File: src/rtl/pulse_seq_ctrl.sv
// pulse_seq_ctrl: programmable four-phase square-wave sequencer.
// A 4-entry phase table (length, level) is played for a latched number of passes
// (0 = run until stopped) with a busy/done handshake. Reset defaults give the
// legacy 10-high / 10-low / 10-high / 10-low pattern.
// Optional macro PULSE_SEQ_DBG_EN: when defined, sq_i/sq_c expose the live phase
// index and in-phase counter; otherwise both are tied to 0.
module pulse_seq_ctrl #(
    parameter int CW = 5,
    parameter int RW = 8
) (
    input  logic          clk,
    input  logic          rst_n,
    input  logic          cfg_we,
    input  logic [1:0]    cfg_idx,
    input  logic [CW-1:0] cfg_len,
    input  logic          cfg_lvl,
    input  logic [RW-1:0] rep,
    input  logic          start,
    input  logic          stop,
    output logic          q,
    output logic          busy,
    output logic          done,
    output logic [1:0]    sq_i,
    output logic [CW-1:0] sq_c
);

    typedef enum logic [1:0] {S_IDLE, S_RUN, S_DONE} state_t;
    typedef logic [3:0][CW-1:0] len_tbl_t;

    localparam logic [CW-1:0] DEF_LEN = CW'(10);
    localparam logic [3:0]    DEF_LVL = 4'b0101;  // entries 0 and 2 high

    state_t        r_state, w_state_nxt;
    len_tbl_t      r_len, w_len_nxt;
    logic [3:0]    r_lvl, w_lvl_nxt;
    logic [1:0]    r_idx, w_idx_nxt;
    logic [CW-1:0] r_cnt, w_cnt_nxt;
    logic [RW-1:0] r_pass, w_pass_nxt;
    logic [RW-1:0] r_rep, w_rep_nxt;
    logic          r_stop_pend, w_stop_pend_nxt;
    logic          r_q, w_q_nxt;
    logic          r_busy, w_busy_nxt;
    logic          r_done, w_done_nxt;
    logic [3:0]    w_nz;
    logic [2:0]    w_pick;
    logic [RW-1:0] w_pass_inc;

    // Bit j set when table entry j has a nonzero length.
    function automatic logic [3:0] nz_mask(input len_tbl_t t);
        logic [3:0] m;
        for (int j = 0; j < 4; j++) m[j] = |t[j];
        return m;
    endfunction

    // Lowest nonzero phase with index >= from; returns {found, index}.
    function automatic logic [2:0] pick_phase(input logic [3:0] nz, input logic [2:0] from);
        logic [2:0] res;
        res = 3'b000;
        for (int j = 3; j >= 0; j--)
            if (nz[j] && (3'(j) >= from)) res = {1'b1, 2'(j)};
        return res;
    endfunction

    // Next-state and next-output logic for the sequencer FSM.
    always_comb begin
        // NOTE: every target gets a default before the case so no path can hold a
        // stale value and infer a latch.
        w_state_nxt     = r_state;
        w_len_nxt       = r_len;
        w_lvl_nxt       = r_lvl;
        w_idx_nxt       = r_idx;
        w_cnt_nxt       = r_cnt;
        w_pass_nxt      = r_pass;
        w_rep_nxt       = r_rep;
        w_stop_pend_nxt = r_stop_pend;
        w_q_nxt         = r_q;
        w_busy_nxt      = r_busy;
        w_done_nxt      = 1'b0;
        w_nz            = '0;
        w_pick          = '0;
        w_pass_inc      = r_pass + RW'(1);

        case (r_state)
            S_IDLE: begin
                w_stop_pend_nxt = 1'b0;
                // A write in the start cycle lands first so the run sees it.
                if (cfg_we) begin
                    w_len_nxt[cfg_idx] = cfg_len;
                    w_lvl_nxt[cfg_idx] = cfg_lvl;
                end
                if (start) begin
                    w_rep_nxt  = rep;
                    w_pass_nxt = '0;
                    w_nz       = nz_mask(w_len_nxt);
                    w_pick     = pick_phase(w_nz, 3'd0);
                    if (w_pick[2]) begin
                        w_state_nxt = S_RUN;
                        w_idx_nxt   = w_pick[1:0];
                        w_cnt_nxt   = '0;
                        w_q_nxt     = w_lvl_nxt[w_pick[1:0]];
                        w_busy_nxt  = 1'b1;
                    end else begin
                        w_state_nxt = S_DONE;
                        w_done_nxt  = 1'b1;
                    end
                end
            end

            S_RUN: begin
                w_stop_pend_nxt = r_stop_pend | stop;
                w_nz            = nz_mask(r_len);
                if (r_cnt == r_len[r_idx] - CW'(1)) begin
                    w_pick = pick_phase(w_nz, {1'b0, r_idx} + 3'd1);
                    if (w_pick[2]) begin
                        w_idx_nxt = w_pick[1:0];
                        w_cnt_nxt = '0;
                        w_q_nxt   = r_lvl[w_pick[1:0]];
                    end else begin
                        // End of a pass: a stop seen on this very cycle still counts.
                        w_pass_nxt = w_pass_inc;
                        if (r_stop_pend || stop || ((r_rep != '0) && (w_pass_inc == r_rep))) begin
                            w_state_nxt = S_DONE;
                            w_idx_nxt   = '0;
                            w_cnt_nxt   = '0;
                            w_q_nxt     = 1'b0;
                            w_busy_nxt  = 1'b0;
                            w_done_nxt  = 1'b1;
                        end else begin
                            w_pick    = pick_phase(w_nz, 3'd0);
                            w_idx_nxt = w_pick[1:0];
                            w_cnt_nxt = '0;
                            w_q_nxt   = r_lvl[w_pick[1:0]];
                        end
                    end
                end else begin
                    w_cnt_nxt = r_cnt + CW'(1);
                end
            end

            S_DONE: begin
                w_state_nxt     = S_IDLE;
                w_stop_pend_nxt = 1'b0;
            end

            default: w_state_nxt = S_IDLE;
        endcase
    end

    // State, phase table and registered outputs.
    always_ff @(posedge clk) begin
        if (!rst_n) begin
            // NOTE: the phase table is only four entries and reset must restore the
            // legacy pattern, so it is reset like ordinary state rather than left as
            // an uninitialised memory.
            r_state     <= S_IDLE;
            r_len       <= {4{DEF_LEN}};
            r_lvl       <= DEF_LVL;
            r_idx       <= '0;
            r_cnt       <= '0;
            r_pass      <= '0;
            r_rep       <= '0;
            r_stop_pend <= 1'b0;
            r_q         <= 1'b0;
            r_busy      <= 1'b0;
            r_done      <= 1'b0;
        end else begin
            // NOTE: non-blocking assignments so every register samples the
            // pre-edge values computed by the combinational block.
            r_state     <= w_state_nxt;
            r_len       <= w_len_nxt;
            r_lvl       <= w_lvl_nxt;
            r_idx       <= w_idx_nxt;
            r_cnt       <= w_cnt_nxt;
            r_pass      <= w_pass_nxt;
            r_rep       <= w_rep_nxt;
            r_stop_pend <= w_stop_pend_nxt;
            r_q         <= w_q_nxt;
            r_busy      <= w_busy_nxt;
            r_done      <= w_done_nxt;
        end
    end

    assign q    = r_q;
    assign busy = r_busy;
    assign done = r_done;

`ifdef PULSE_SEQ_DBG_EN
    // Index and counter are cleared whenever the FSM leaves RUN, so they read 0 outside a run.
    assign sq_i = r_idx;
    assign sq_c = r_cnt;
`else
    assign sq_i = '0;
    assign sq_c = '0;
`endif

endmodule
File: config.mk
export PLATFORM = sky130hd
export DESIGN_NAME = pulse_seq_ctrl
export DESIGN_NICKNAME = d
export VERILOG_FILES = /design/src/rtl/pulse_seq_ctrl.sv
export SDC_FILE = /design/constraint.sdc
export NUM_CORES = 1
export LEC_CHECK = 0
export BUFFER_PORTS_ARGS = -buffer_cell sky130_fd_sc_hd__buf_2
export CORE_MARGIN = 1
export CORE_UTILIZATION = 60
export DETAILED_ROUTE_END_ITERATION = 7
export GPL_TIMING_DRIVEN = 0
export PLACE_DENSITY = 0.87
export SLEW_MARGIN = 20
export SYNTH_ARGS = -nofsm -noshare
export SYNTH_HDL_FRONTEND = slang
export SYNTH_SLANG_ARGS = --single-unit
File: constraint.sdc
create_clock -name clk -period 3.6 [get_ports clk]
set_input_delay 0.72 -clock clk [delete_from_list [all_inputs] [get_ports clk]]
set_output_delay 0.72 -clock clk [all_outputs]
set_load 0.03 [all_outputs]
# Word level (Yosys, flattened, before mapping)
# Cells that the tools add are included.
[word_totals]
wordCells = 142
mem_count = 0
mem_bits_ro = 0
regBits = 53
out_inout_bits = 10
latchBits = 0
mem_bits_rw = 0
[op_classes]
eq_ne = 9
n_mux = 77
n_reduce_logical = 27
div = 0
n_bitwise = 1
order_cmp = 10
shift = 0
addsub = 4
n_mul = 0
[op_table]
columns = ["op", "count"]
rows = [
  ["$mux 20", 2],
  ["$reduce_or 5->1", 8],
  ["$mux 2", 18],
  ["$mux 3", 12],
  ["$mux 5", 5],
  ["$mux 8", 3],
  ["$bwmux 20", 1],
  ["$mux 1", 19],
  ["$pmux 8 s2", 1],
  ["$lt 2x3->1 const B", 5],
  ["$reduce_and 4->1", 3],
  ["$bmux 5 s2", 1],
  ["$demux 5 s2", 1],
  ["$ne 2x2->1 const B", 5],
  ["$pmux 5 s2", 1],
  ["$add 8x1->8 const B", 1],
  ["$eq 8x8->1", 1],
  ["$mux 4", 2],
  ["$pmux 1 s2", 4],
  ["$pmux 2 s2", 2],
  ["$reduce_bool 8->1", 1],
  ["$bmux 1 s2", 3],
  ["$ge 1x3->1 const A", 2],
  ["$ge 2x3->1 const A", 2],
  ["other kinds (18)", 25],
]

# Depth between registers and ports, before layout
[depth]
ltp_word = 19
mapped_depth = 10
mapped_depth_nobuf = 9

# Least setup slack after synthesis
# OpenSTA, ideal clock, no wires.
[synth_path]
path_kind = "flip-flop to flip-flop"
start = "register r_idx[1]"
end = "register r_q, in the netlist q"
setup_ns = 0.135
path_stages_with_launch = 11
path_buffers = 1
t_arrival_ns = 2.474
path_slack_ns = 0.991
required_ns = 3.465
path_cell_list = "dfxtp_1 > buf_2 > mux4_2 > inv_1 > ha_1 > nand2_1 > nor3b_1 > o311ai_4 > o21a_2 > nor2_2 > a311oi_2"
[synth_between]
elab_chain_cells = 14
word_cells_on_any_way = 26
[synth_rtl]
columns = ["element", "line_no", "text"]
rows = [
  ["from (decl)", "36", "logic [1:0] r_idx, w_idx_nxt;"],
  ["from (signal assigned)", "172", "r_idx <= w_idx_nxt;"],
  ["$add 2x1->3", "113", "w_pick = pick_phase(w_nz, {1'b0, r_idx} + 3'd1);"],
  ["$ge 2x3->1", "60", "if (nz[j] && (3'(j) >= from)) res = {1'b1, 2'(j)};"],
  ["$logic_and 1x1->1", "60", ""],
  ["$mux 3 (4 in series)", "60", ""],
  ["$mux 3", "112", "if (r_cnt == r_len[r_idx] - CW'(1)) begin"],
  ["$mux 3", "83", "case (r_state)"],
  ["$bmux 1 s2", "117", "w_q_nxt = r_lvl[w_pick[1:0]];"],
  ["$mux 1 (implied by the code)", "117", ""],
  ["$mux 1", "114", "if (w_pick[2]) begin"],
  ["$mux 1", "112", ""],
  ["$pmux 1 s2", "83", ""],
  ["to (signal assigned)", "177", "r_q <= w_q_nxt;"],
  ["to (decl)", "41", "logic r_q, w_q_nxt;"],
]
# Parallel ways exist; a longest one is shown, timed or not. The select of a mux whose other input is x is not followed.
# A chain may end at the register's enable or synchronous reset.

# Worst setup path in the final report
# Ends and elaborated chain as after synthesis.

==> results.md <==
* YS warnings at 0
* WP data arrival at 3.22 ns
* Synth Cell Area at roughly 0.0033 mm²
* Fin. Hold Viols at 0
* Nets at 455
* Status: finished, final reports clean
* Pin count of the biggest net entering global routing at 20
* CTS tree: yes
* Clk sinks at 53
* Clk buf depth at 2
* Critical Path Start Type: register
* # placed instances at 494
* Post-route cell area at between 0.003 and 0.004 mm²
* DP Wirelength at ~6.3 mm
* Post-synth top area cell: dfxtp_1
* Synth top area share at around a third
* Setup TNS at 0 ns
* CP required at 3.77 ns
* Max VDD drop at about 0.21 mV
* Hold worst-path end: r_len[9]
* Leak at 1.46 nW
* Worst setup EP type: register
* R2r setup slk at roughly 0.55 ns
* Commonest non-fill, non-tap cell in the layout: nand2_1
* Final min period at around 3.1 ns
* Flops & latches, synth at 53
* Post_cts resized at 0
* Final count of negative-setup-slack endpoints at 0
* Worst hold path class: reg -> reg
* Layout cell share with drive strength beyond 1 at roughly 17%
* Min-delay src: r_len[9]
* Main synth FF type: dfxtp_1
* WHS at ~0.48 ns
* Site Rows at 26
* # DRC at 0
* Cells after Synth at 398
* Reg2Reg Depth at 10
* Max-Slew Margin vs Limit at a little under half
* Routed WL at between 8 and 9 mm
* Wirelength per Cell at 16.4 µm
* Crit Reg-Reg Startpoint: r_idx[1]
* Pre-antenna DRT Iters at 4
* Core Area at about 0.0052 mm²
* Post-synth ARST share at 0%
* H-tree levels at 2
* Layout area overhead at 9.19%
* Reg2reg end: q
* Overall routing resource usage at slightly below 30%
* Clock Skews at 0.0138 ns
* Final ANT Viol Nets at 0
* Power per Cell Area at 344 mW/mm²
* Worst-path maximum fanout at 10
* Die span in x at ~77 µm
* Hold buffer count at cts at 0
* Most frequent cells in the layout: nand2_1, dfxtp_1, nor2_1, a21oi_1, nand3_1
* Die Ht at 76.7 µm
* WS Path Type: reg -> reg
* EDFF count, synth at 0
* Skew-Pair Late Insertion Delay at around 0.32 ns
* Vias per cell at roughly 6
* Unrepaired setup endpoints after global routing: no
* Post-CTS Setup Inserts at 0
* Antenna violations before repair at 0
* Total number of vias at 3,074
* Hold Path Depth at 2
* Final std cells w/o fill at ~500
* CTS buffer count at 5
* Syn_area_per_cell at roughly 8.4 µm²
* Gr ovfl total at 0
* Global-route wire length before repair at ~14 mm
* Number of global-route vias before repair at roughly 2,900
* Initial Util at between 60% and 70%
* CTS Root Cell: clkbuf_8
* Fmax at between 300 and 400 MHz
* RD Place Congestion at around 0.97
* Die area at a little under 0.006 mm²
* Post-layout util at a little over two thirds
* Max cap viols at 0
* Tcrit/Tclk final at around 85%
* Diodes inserted at 0
* Sequential area share after synthesis at between 30% and 40%
* Clock-pin slew on the worst setup and hold paths at 0.11 ns
* Max-slew violations at 0
* Worst-Margin Slew at 0.797 ns
* Largest cells by area after synthesis: dfxtp_1, nand2_1, mux2i_1
* IO Count at 31
* DP Area at about 0.0036 mm²
* Initial DRC count at 264
* Netlist cell types at 73
* I/O Buffers at 20
critical path, stage by stage, from the launching register on:
cell and delay, ns:
dfxtp_1 0.43, buf_2 0.28, mux4_2 0.56, inv_1 0.11
ha_1 0.21, nand2_1 0.10, nor3b_1 0.38, o311ai_4 0.21
o21a_2 0.29, nor2_2 0.22, a311oi_2 0.13
state kept, by name, summed over array words and instances, names as in the netlist:
signal	flops
r_len	20
q	1
busy	1
r_idx	2
r_pass	8
r_lvl	4
r_rep	8
done	1
r_cnt	5
r_stop_pend	1
r_state	2
stage by stage:
| step | total power, mW | setup WS [ns] |
|---|---|---|
| floorplan | 0.838 | 0.991 |
| global placement | 0.894 | 0.473 |
| detailed placement | 0.899 | 0.460 |
| CTS | 1.26 | 0.597 |
| global route | 1.31 | 0.380 |
| finish | 1.26 | 0.549 |
kinds of logic after synthesis:
group,Yosys count,share of synthesized area [%]
buf+inv,35,5.01
flops,53,31.7
other cells,1,0.112
mux,21,8.56
xor+xnor,18,5.61
compound gates,97,22.0
fa+ha+maj,3,1.12
simple gates,170,25.9
per-layer routing:
layer	up-vias	share of wire, %	GRT usage [%]
met5	-	0	0
met4	0	2.3	10.6
met3	20	7.2	5.00
met2	135	47	47.5
met1	1413	44	39.3
li1	1506	-	-
how the worst max path moves through the flow:
stage                     from        end  slack (ns)  cells past startpoint
floorplan             r_idx[1]          q        0.99                     10
global placement    cfg_len[0]          q        0.47                      9
detailed placement  cfg_len[0]   r_cnt[3]        0.46                      9
CTS                   r_idx[1]          q        0.60                     10
global route          r_idx[1]  r_pass[5]        0.38                     10
finish                r_idx[1]          q        0.55                     10
cell type report:
type                            count  area [µm²]
Multi-Input combinational cell    316        2140
Fill cell                         438        1580
Sequential cell                    53        1060
Buffer                             23         123
Timing Repair Buffer               20         100
Tap cell                           70        87.6
Clock buffer                        5        68.8
Inverter                           12        45.0
Clock inverter                      3        28.8
power breakdown:
part           leakage (nW)  switching [mW]  internal, mW  total [mW]
clock                0.0506           0.221         0.146       0.368
sequential            0.431          0.0243         0.610       0.634
combinational         0.977           0.158        0.0985       0.256
cells in the mapped netlist, types with 3 or more instances:
master     n
nand3_1   24
xor2_1     6
mux2i_1   14
o21ai_2    3
o21ai_0    7
clkbuf_1  13
nor4_1     3
nand3b_1   3
o22ai_1    3
xnor2_1    9
or3_1      3
and4_1     3
nand4_1    5
mux4_2     5
ha_1       3
a32o_1     3
dfxtp_1   53
buf_4      7
o211ai_1   9
nand2_1   59
a21oi_1   27
nand2b_1   3
a31oi_1    4
and2_1     8
o21ai_1    6
a22oi_1    3
or2_2      6
nor2_1    29
inv_1     12
nor3_1    10
Note: power is estimated with default switching activity, not from simulation.
